===== src/rtl/spi_mem_arbiter.sv =====
// Two-port (fetch/data) arbiter onto a single SPI memory: 8-bit command, 24-bit address, 32-bit data frame.
// Optional write support is enabled by defining SPI_MEM_WRITE_EN; otherwise every data request is a read.
module spi_mem_arbiter #(
    parameter logic [7:0] READ_CMD  = 8'h03,
    parameter logic [7:0] WRITE_CMD = 8'h02
) (
    input  logic        clk,
    input  logic        rstn,
    input  logic        i_req,
    input  logic [23:0] i_addr,
    output logic        i_ack,
    input  logic        d_req,
    input  logic        d_we,
    input  logic [23:0] d_addr,
    input  logic [31:0] d_wdata,
    output logic        d_ack,
    output logic [31:0] rdata,
    input  logic        spi_miso,
    output logic        spi_select,
    output logic        spi_mosi,
    output logic        busy
);

    typedef enum logic [1:0] {ST_IDLE, ST_SHIFT, ST_DONE} state_t;

    state_t      r_state;
    state_t      w_state_next;
    logic [5:0]  r_bit_cnt;
    logic [63:0] r_shift;
    logic        r_is_read;
    logic        r_grant_fetch;
    logic        r_last_fetch;
    logic        r_select;
    logic        r_mosi;
    logic        r_i_ack;
    logic        r_d_ack;
    logic [31:0] r_rdata;

    logic        w_any_req;
    logic        w_grant_fetch;
    logic        w_d_write;
    logic [31:0] w_d_wdata;
    logic        w_is_write;
    logic        w_last_bit;
    logic [63:0] w_frame;

`ifdef SPI_MEM_WRITE_EN
    assign w_d_write = d_we;
    assign w_d_wdata = d_wdata;
`else
    assign w_d_write = 1'b0;
    assign w_d_wdata = 32'h0;
    logic w_unused_write;
    assign w_unused_write = ^{d_we, d_wdata};
`endif

    // On contention the port that lost last time wins; a lone request always wins.
    assign w_any_req     = i_req | d_req;
    assign w_grant_fetch = i_req && (!d_req || !r_last_fetch);
    assign w_is_write    = !w_grant_fetch && w_d_write;
    assign w_last_bit    = (r_bit_cnt == 6'd63);

    always_comb begin
        w_frame = {READ_CMD, i_addr, 32'h0};
        if (!w_grant_fetch) begin
            w_frame = {(w_is_write ? WRITE_CMD : READ_CMD), d_addr,
                       (w_is_write ? w_d_wdata : 32'h0)};
        end
    end

    always_comb begin
        w_state_next = r_state;
        case (r_state)
            ST_IDLE:  if (w_any_req) w_state_next = ST_SHIFT;
            ST_SHIFT: if (w_last_bit) w_state_next = ST_DONE;
            ST_DONE:  w_state_next = ST_IDLE;
            default:  w_state_next = ST_IDLE;
        endcase
    end

    always_ff @(posedge clk or negedge rstn) begin
        if (!rstn) begin
            r_state       <= ST_IDLE;
            r_bit_cnt     <= 6'd0;
            r_shift       <= 64'h0;
            r_is_read     <= 1'b1;
            r_grant_fetch <= 1'b0;
            r_last_fetch  <= 1'b0;
            r_select      <= 1'b1;
            r_mosi        <= 1'b0;
            r_i_ack       <= 1'b0;
            r_d_ack       <= 1'b0;
            r_rdata       <= 32'h0;
        end else begin
            r_state <= w_state_next;
            r_i_ack <= 1'b0;
            r_d_ack <= 1'b0;
            case (r_state)
                ST_IDLE: begin
                    if (w_any_req) begin
                        r_grant_fetch <= w_grant_fetch;
                        r_last_fetch  <= w_grant_fetch;
                        r_is_read     <= !w_is_write;
                        r_select      <= 1'b0;
                        r_mosi        <= w_frame[63];
                        r_shift       <= {w_frame[62:0], 1'b0};
                        r_bit_cnt     <= 6'd0;
                    end
                end
                ST_SHIFT: begin
                    // Bits 32..63 are the data phase; miso is captured at the edge ending each bit.
                    if (r_is_read && r_bit_cnt[5]) begin
                        r_rdata <= {r_rdata[30:0], spi_miso};
                    end
                    if (w_last_bit) begin
                        r_select  <= 1'b1;
                        r_mosi    <= 1'b0;
                        r_bit_cnt <= 6'd0;
                        r_i_ack   <= r_grant_fetch;
                        r_d_ack   <= !r_grant_fetch;
                    end else begin
                        r_bit_cnt <= r_bit_cnt + 6'd1;
                        r_mosi    <= r_shift[63];
                        r_shift   <= {r_shift[62:0], 1'b0};
                    end
                end
                default: ;
            endcase
        end
    end

    assign i_ack      = r_i_ack;
    assign d_ack      = r_d_ack;
    assign rdata      = r_rdata;
    assign spi_select = r_select;
    assign spi_mosi   = r_mosi;
    assign busy       = (r_state != ST_IDLE);

endmodule


===== config.mk =====
export PLATFORM = sky130hd
export DESIGN_NAME = spi_mem_arbiter
export DESIGN_NICKNAME = d
export VERILOG_FILES = /design/src/rtl/spi_mem_arbiter.sv
export SDC_FILE = /design/constraint.sdc
export NUM_CORES = 1
export LEC_CHECK = 0
export CAP_MARGIN = 20
export CORE_UTILIZATION = 35
export CTS_CLUSTER_SIZE = 20
export DETAILED_ROUTE_END_ITERATION = 8
export PLACE_DENSITY = 0.76
export SYNTH_ARGS = -nofsm -noshare
export SYNTH_HDL_FRONTEND = slang
export SYNTH_SLANG_ARGS = --single-unit

===== constraint.sdc =====
create_clock -name clk -period 2.62 [get_ports clk]
set_clock_uncertainty 0.2 [all_clocks]
set_input_delay 0.524 -clock clk [delete_from_list [all_inputs] [get_ports clk]]
set_output_delay 0.524 -clock clk [all_outputs]
set_load 0.01 [all_outputs]

# [After elaboration in Yosys (flattened, before gate mapping)]
# Index checks and enable logic that the tools add are counted.
[classes] bitwise_logic=1 add_sub_neg=1 mux=20 eq_ne=5 n_reduce_logical=13
[op_table] op="$mux W64" n=2
[op_table] op="$pmux W64 S2" n=1
[op_table] op="$mux W56" n=1
[op_table] op="$mux W6" n=2
[op_table] op="$pmux W6 S2" n=1
[op_table] op="$mux W1" n=8
[op_table] op="$reduce_and A2 Y1" n=4
[op_table] op="$add A6 B1 Y6 const B" n=1
[op_table] op="$eq A6 B6 Y1 const B" n=1
[op_table] op="$ne A2 B2 Y1 const B" n=3
[op_table] op="$reduce_and A3 Y1" n=2
[op_table] op="$mux W2" n=2
[op_table] op="$pmux W1 S2" n=2
[op_table] op="$pmux W2 S2" n=1
[op_table] op="$reduce_bool A2 Y1" n=2
[op_table] op="$eq A2 B1 Y1 const B" n=1
[op_table] op="$logic_not A1 Y1" n=2
[op_table] op="$logic_not A2 Y1" n=1
[op_table] op="$logic_and A1 B1 Y1" n=1
[op_table] op="$logic_or A1 B1 Y1" n=1
[op_table] op="$or A1 B1 Y1" n=1
[totals] regBits=109 elab_cells=49 input_bits=86 out_inout_bits=37

# [Logic depth before layout (Yosys ltp)]
[depth] ltp_word=6 mapped_depth=7 ltp_nobuf=5

# [Worst setup path after synthesis]
# No wires, ideal clock.
[synth_timing] path_type="register -> register" start="register r_bit_cnt[0]" end="register r_shift[37]" n_path_buf=2 setup_slack_ps=776 required_ps=2328 stages_incl_launch_ff=7 setup_ps=92 arrival_ps=1552 period_less_slack_ps=1844 path_cell_list="dfrtp_1 > ha_1 > and4_4 > a211o_1 > buf_6 > buf_6 > o31ai_2"
[synth_between] elab_chain_cells=3
[synth_lines] item="from (decl)" line="28" text="logic [5:0] r_bit_cnt;"
[synth_lines] item="from (signal assigned)" line="122" text="r_bit_cnt <= r_bit_cnt + 6'd1;"
[synth_lines] item="$eq A6 B6 Y1" line="61" text="assign w_last_bit = (r_bit_cnt == 6'd63);"
[synth_lines] item="$ne A2 B2 Y1 (no line)"
[synth_lines] item="$reduce_and A3 Y1 (no line)"
[synth_lines] item="to (signal assigned)" line="106" text="r_shift <= {w_frame[62:0], 1'b0};"
[synth_lines] item="to (signal assigned)" line="124" text="r_shift <= {r_shift[62:0], 1'b0};"
[synth_lines] item="to (decl)" line="29" text="logic [63:0] r_shift;"
# No other way between the ends.
# A chain may end at the register's enable or synchronous reset.

# [Worst setup path after layout]
[layout_timing] start="register r_state[1]" end="output busy"
[layout_between] elab_chain_cells=1
[layout_lines] item="from (decl)" line="26" text="state_t r_state;"
[layout_lines] item="from (signal assigned)" line="95" text="r_state <= w_state_next;"
[layout_lines] item="$reduce_bool A2 Y1" line="137" text="assign busy = (r_state != ST_IDLE);"
[layout_lines] item="to (decl)" line="21" text="output logic busy"
# No other way between the ends.

==> results.md <==
- Outcome: finished, final reports clean
- Syn nets: 405
- Crit-path cells: nor2_1 > inv_1 > clkdlybuf4s50_1
- #FFs+latches synth: 76
- GRT overflow: 0
- First-pass GRT wire length: 11700 um
- Vias in the first global route: 2553
- Multi-input logic area: 1480 um^2
- Slowest CP cell: clkdlybuf4s50_1
- Endpoint type of the worst setup path: output pin
- RSZ-0062 raised after global routing: false
- Fin crit period: 2.25 ns
- GPL Wtd Cong: 0.729
- Io pins: 123
- Fraction of layout cells with a size suffix above 1: 20.4%
- WL/cell: 12.9 um
- Largest net degree at the start of global routing: 64
- Busiest grt layer: met2
- Hold crit path type: flip-flop to flip-flop
- Final hold vios: 0
- Critical path class: flip-flop to output pin
- First DRT Iteration DRCs: 74
- Final Cycle Share: 85.8%
- Via count: 2635
- Gate count after technology mapping: 318
- Initial antenna violation count: 0
- Syn_area_per_cell: 11.1 um^2
- Buf+Inv Stages, Crit Path: 2
- Leak Pwr: 0.00202 uW
- Die Y: 102 um
- Area Overhead vs Synth: 34.2%
- Startpoint types: flip-flop
- Antenna-violating nets left: 0
- Post-CTS setup buffer count: 0
- Crit path max-delay family: buffers and inverters
- Fillers: 910
- Max VDD drop: 0.316 mV
- TritonRoute pass-1 iters: 4
- Worst-path fanout max: 6
- ANT cells: 0
- Residual DRC count: 0
- Worst skew pair latency: 0.35 ns
- Crit path DAT: 1.52 ns
- Vias per cell: 4.88
- Setup ws final: 0.372 ns
- Die area: 10500 um^2
- Post-layout util: 48.4%
- Final WL: 6970 um
- Sink Count: 76
- Register clock-pin slew on the reported worst setup and hold paths: 0.09 ns
- Met3 usage: 2.87%
- Worst-Margin Slew: 0.784 ns
- Fin nets: 489
- Slew Limit Headroom: 47.6%
- DIE WIDTH: 102 um
- Pre-CTS WS: 0.314 ns
- Largest area contributor in the netlist: dfrtp_1
- Max Slew Vio Count: 0
- Setup_tns: 0 ns
- Yosys warnings: 0
- Pwr dens: 942 nW/um^2
- Post-synth top area share: 53.2%
- Initial core utilization: 36.1%
- CP max stage delay: 0.48 ns
- Hold buffers post-CTS: 1
- DP Wirelength: 4900 um
- Grt met1 use: 17.5%
- Sequential Area: 1900 um^2
- Yosys cell types: 32
- Required @ worst endpoint: 1.90 ns
- Port buffer count: 89
- Root Driver: clkbuf_8
- Top post-synthesis cells by area: dfrtp_1 53%, mux2_2 10%, o31ai_2 7.4%
- Cell Rows: 36
- CTS tree: done
- Mapped Area: 3530 um^2
- M2 GR Usage: 24.7%
- Cts repair resizes: 0
- CTS H-tree lvls: 3
- Core area: 9770 um^2
- MaxCap Viol Count: 0
- Sequential share of the synthesized area: 54.0%
- GRT Util Overall: 14.5%
- TritonCTS Buffers: 9
- Max Fclk: 445 MHz
- CTS max path bufs: 2
- Final setup viols: 0
[flip-flops by register name, summed over array words and instances, names as in the netlist]
register and count:
rdata 32, r_shift 31, r_bit_cnt 6, r_state 2, d_ack 1, i_ack 1, r_last_fetch 1, spi_mosi 1
spi_select 1
[power breakdown]
part	switching (uW)	internal (uW)	leakage [uW]
combinational	674	930	0.000946
clock	443	472	0.0000991
sequential	317	1620	0.000979
[per-layer routing]
metal	share of wire, %	up-vias	wire [um]
li1	-	1288	-
met1	44	1257	3090
met2	50	81	3490
met3	4.8	9	335
met4	0.78	0	54
met5	0	-	0
[cell type report]
class	count	share of cell area, %
sequential	76	40.2
multi-input combinational	217	31.2
timing repair buffer	96	20.5
tap	133	3.52
clock buffer	10	2.91
clock inverter	6	1.51
inverter	2	0.159
[cells by family after synthesis]
family / Yosys count / share of synthesized area, %
compound gates: 96 / 20.6
buf+inv: 25 / 4.26
fa+ha+maj: 1 / 0.355
simple gates: 87 / 10.3
flops: 76 / 54.0
mux: 33 / 10.5
[worst reg2reg max path, stage by stage (launching register included)]
cell     delay (ns)
dfrtp_1        0.42
ha_1           0.28
and4_4         0.18
a211o_2        0.32
buf_12         0.21
o31ai_1        0.30
[synth_stat cells (all sizes together)]
library cell and count:
dfrtp 75, nand2 45, mux2 32, nor2 28, a21oi 27, o31ai 24, a21o 23, buf 18
o21ai 15, clkbuf 5, a22o 2, a31oi 2, and2 2, inv 2, nand3 2, nand4 2
nor3 2, nor4 2, a211o 1, a21boi 1, and4 1, dfstp 1, ha 1, mux2i 1
nand2b 1, nor2b 1, o22a 1, or2 1
[final timing paths]
check,endpoint,slack (ns),depth (start not counted),start
max,busy,0.37,3,r_state[1]
min,r_shift[59],0.29,2,r_shift[59]
max reg2reg,r_shift[36],0.61,5,r_bit_cnt[0]
min reg2reg,r_shift[59],0.29,2,r_shift[59]
max in group asynchronous,spi_select,1.11,3,rstn
min in group asynchronous,rdata[30],0.47,2,rstn
[placed cells by master, fill, tap and decap left out, types with 2 or more instances in the layout]
| cell type | n |
|---|---|
| mux2_2 | 32 |
| clkdlybuf4s50_1 | 88 |
| a21oi_1 | 27 |
| inv_1 | 2 |
| and2_1 | 2 |
| clkbuf_8 | 10 |
| a22o_1 | 2 |
| a21o_1 | 23 |
| nor3_1 | 2 |
| o21ai_0 | 15 |
| a31oi_1 | 2 |
| clkinv_4 | 2 |
| buf_12 | 2 |
| nor4_1 | 2 |
| nand3_1 | 2 |
| nor2_1 | 28 |
| dfrtp_1 | 75 |
| buf_4 | 5 |
| o31ai_2 | 21 |
| nand2_1 | 44 |
| o31ai_1 | 3 |
| clkinvlp_4 | 2 |
| nand4_1 | 2 |
[metrics by stage]
stage,instance area [um^2],total power (uW),hold WS (ns),std cells
finish,4730,4460,0.288,540
CTS,4730,4530,0.290,540
detailed placement,4510,3600,0.271,523
floorplan,3530,2900,0.0284,318
global route,4730,4770,0.317,540
global placement,4510,3510,0.265,523
(Power assumes the default switching activity.)
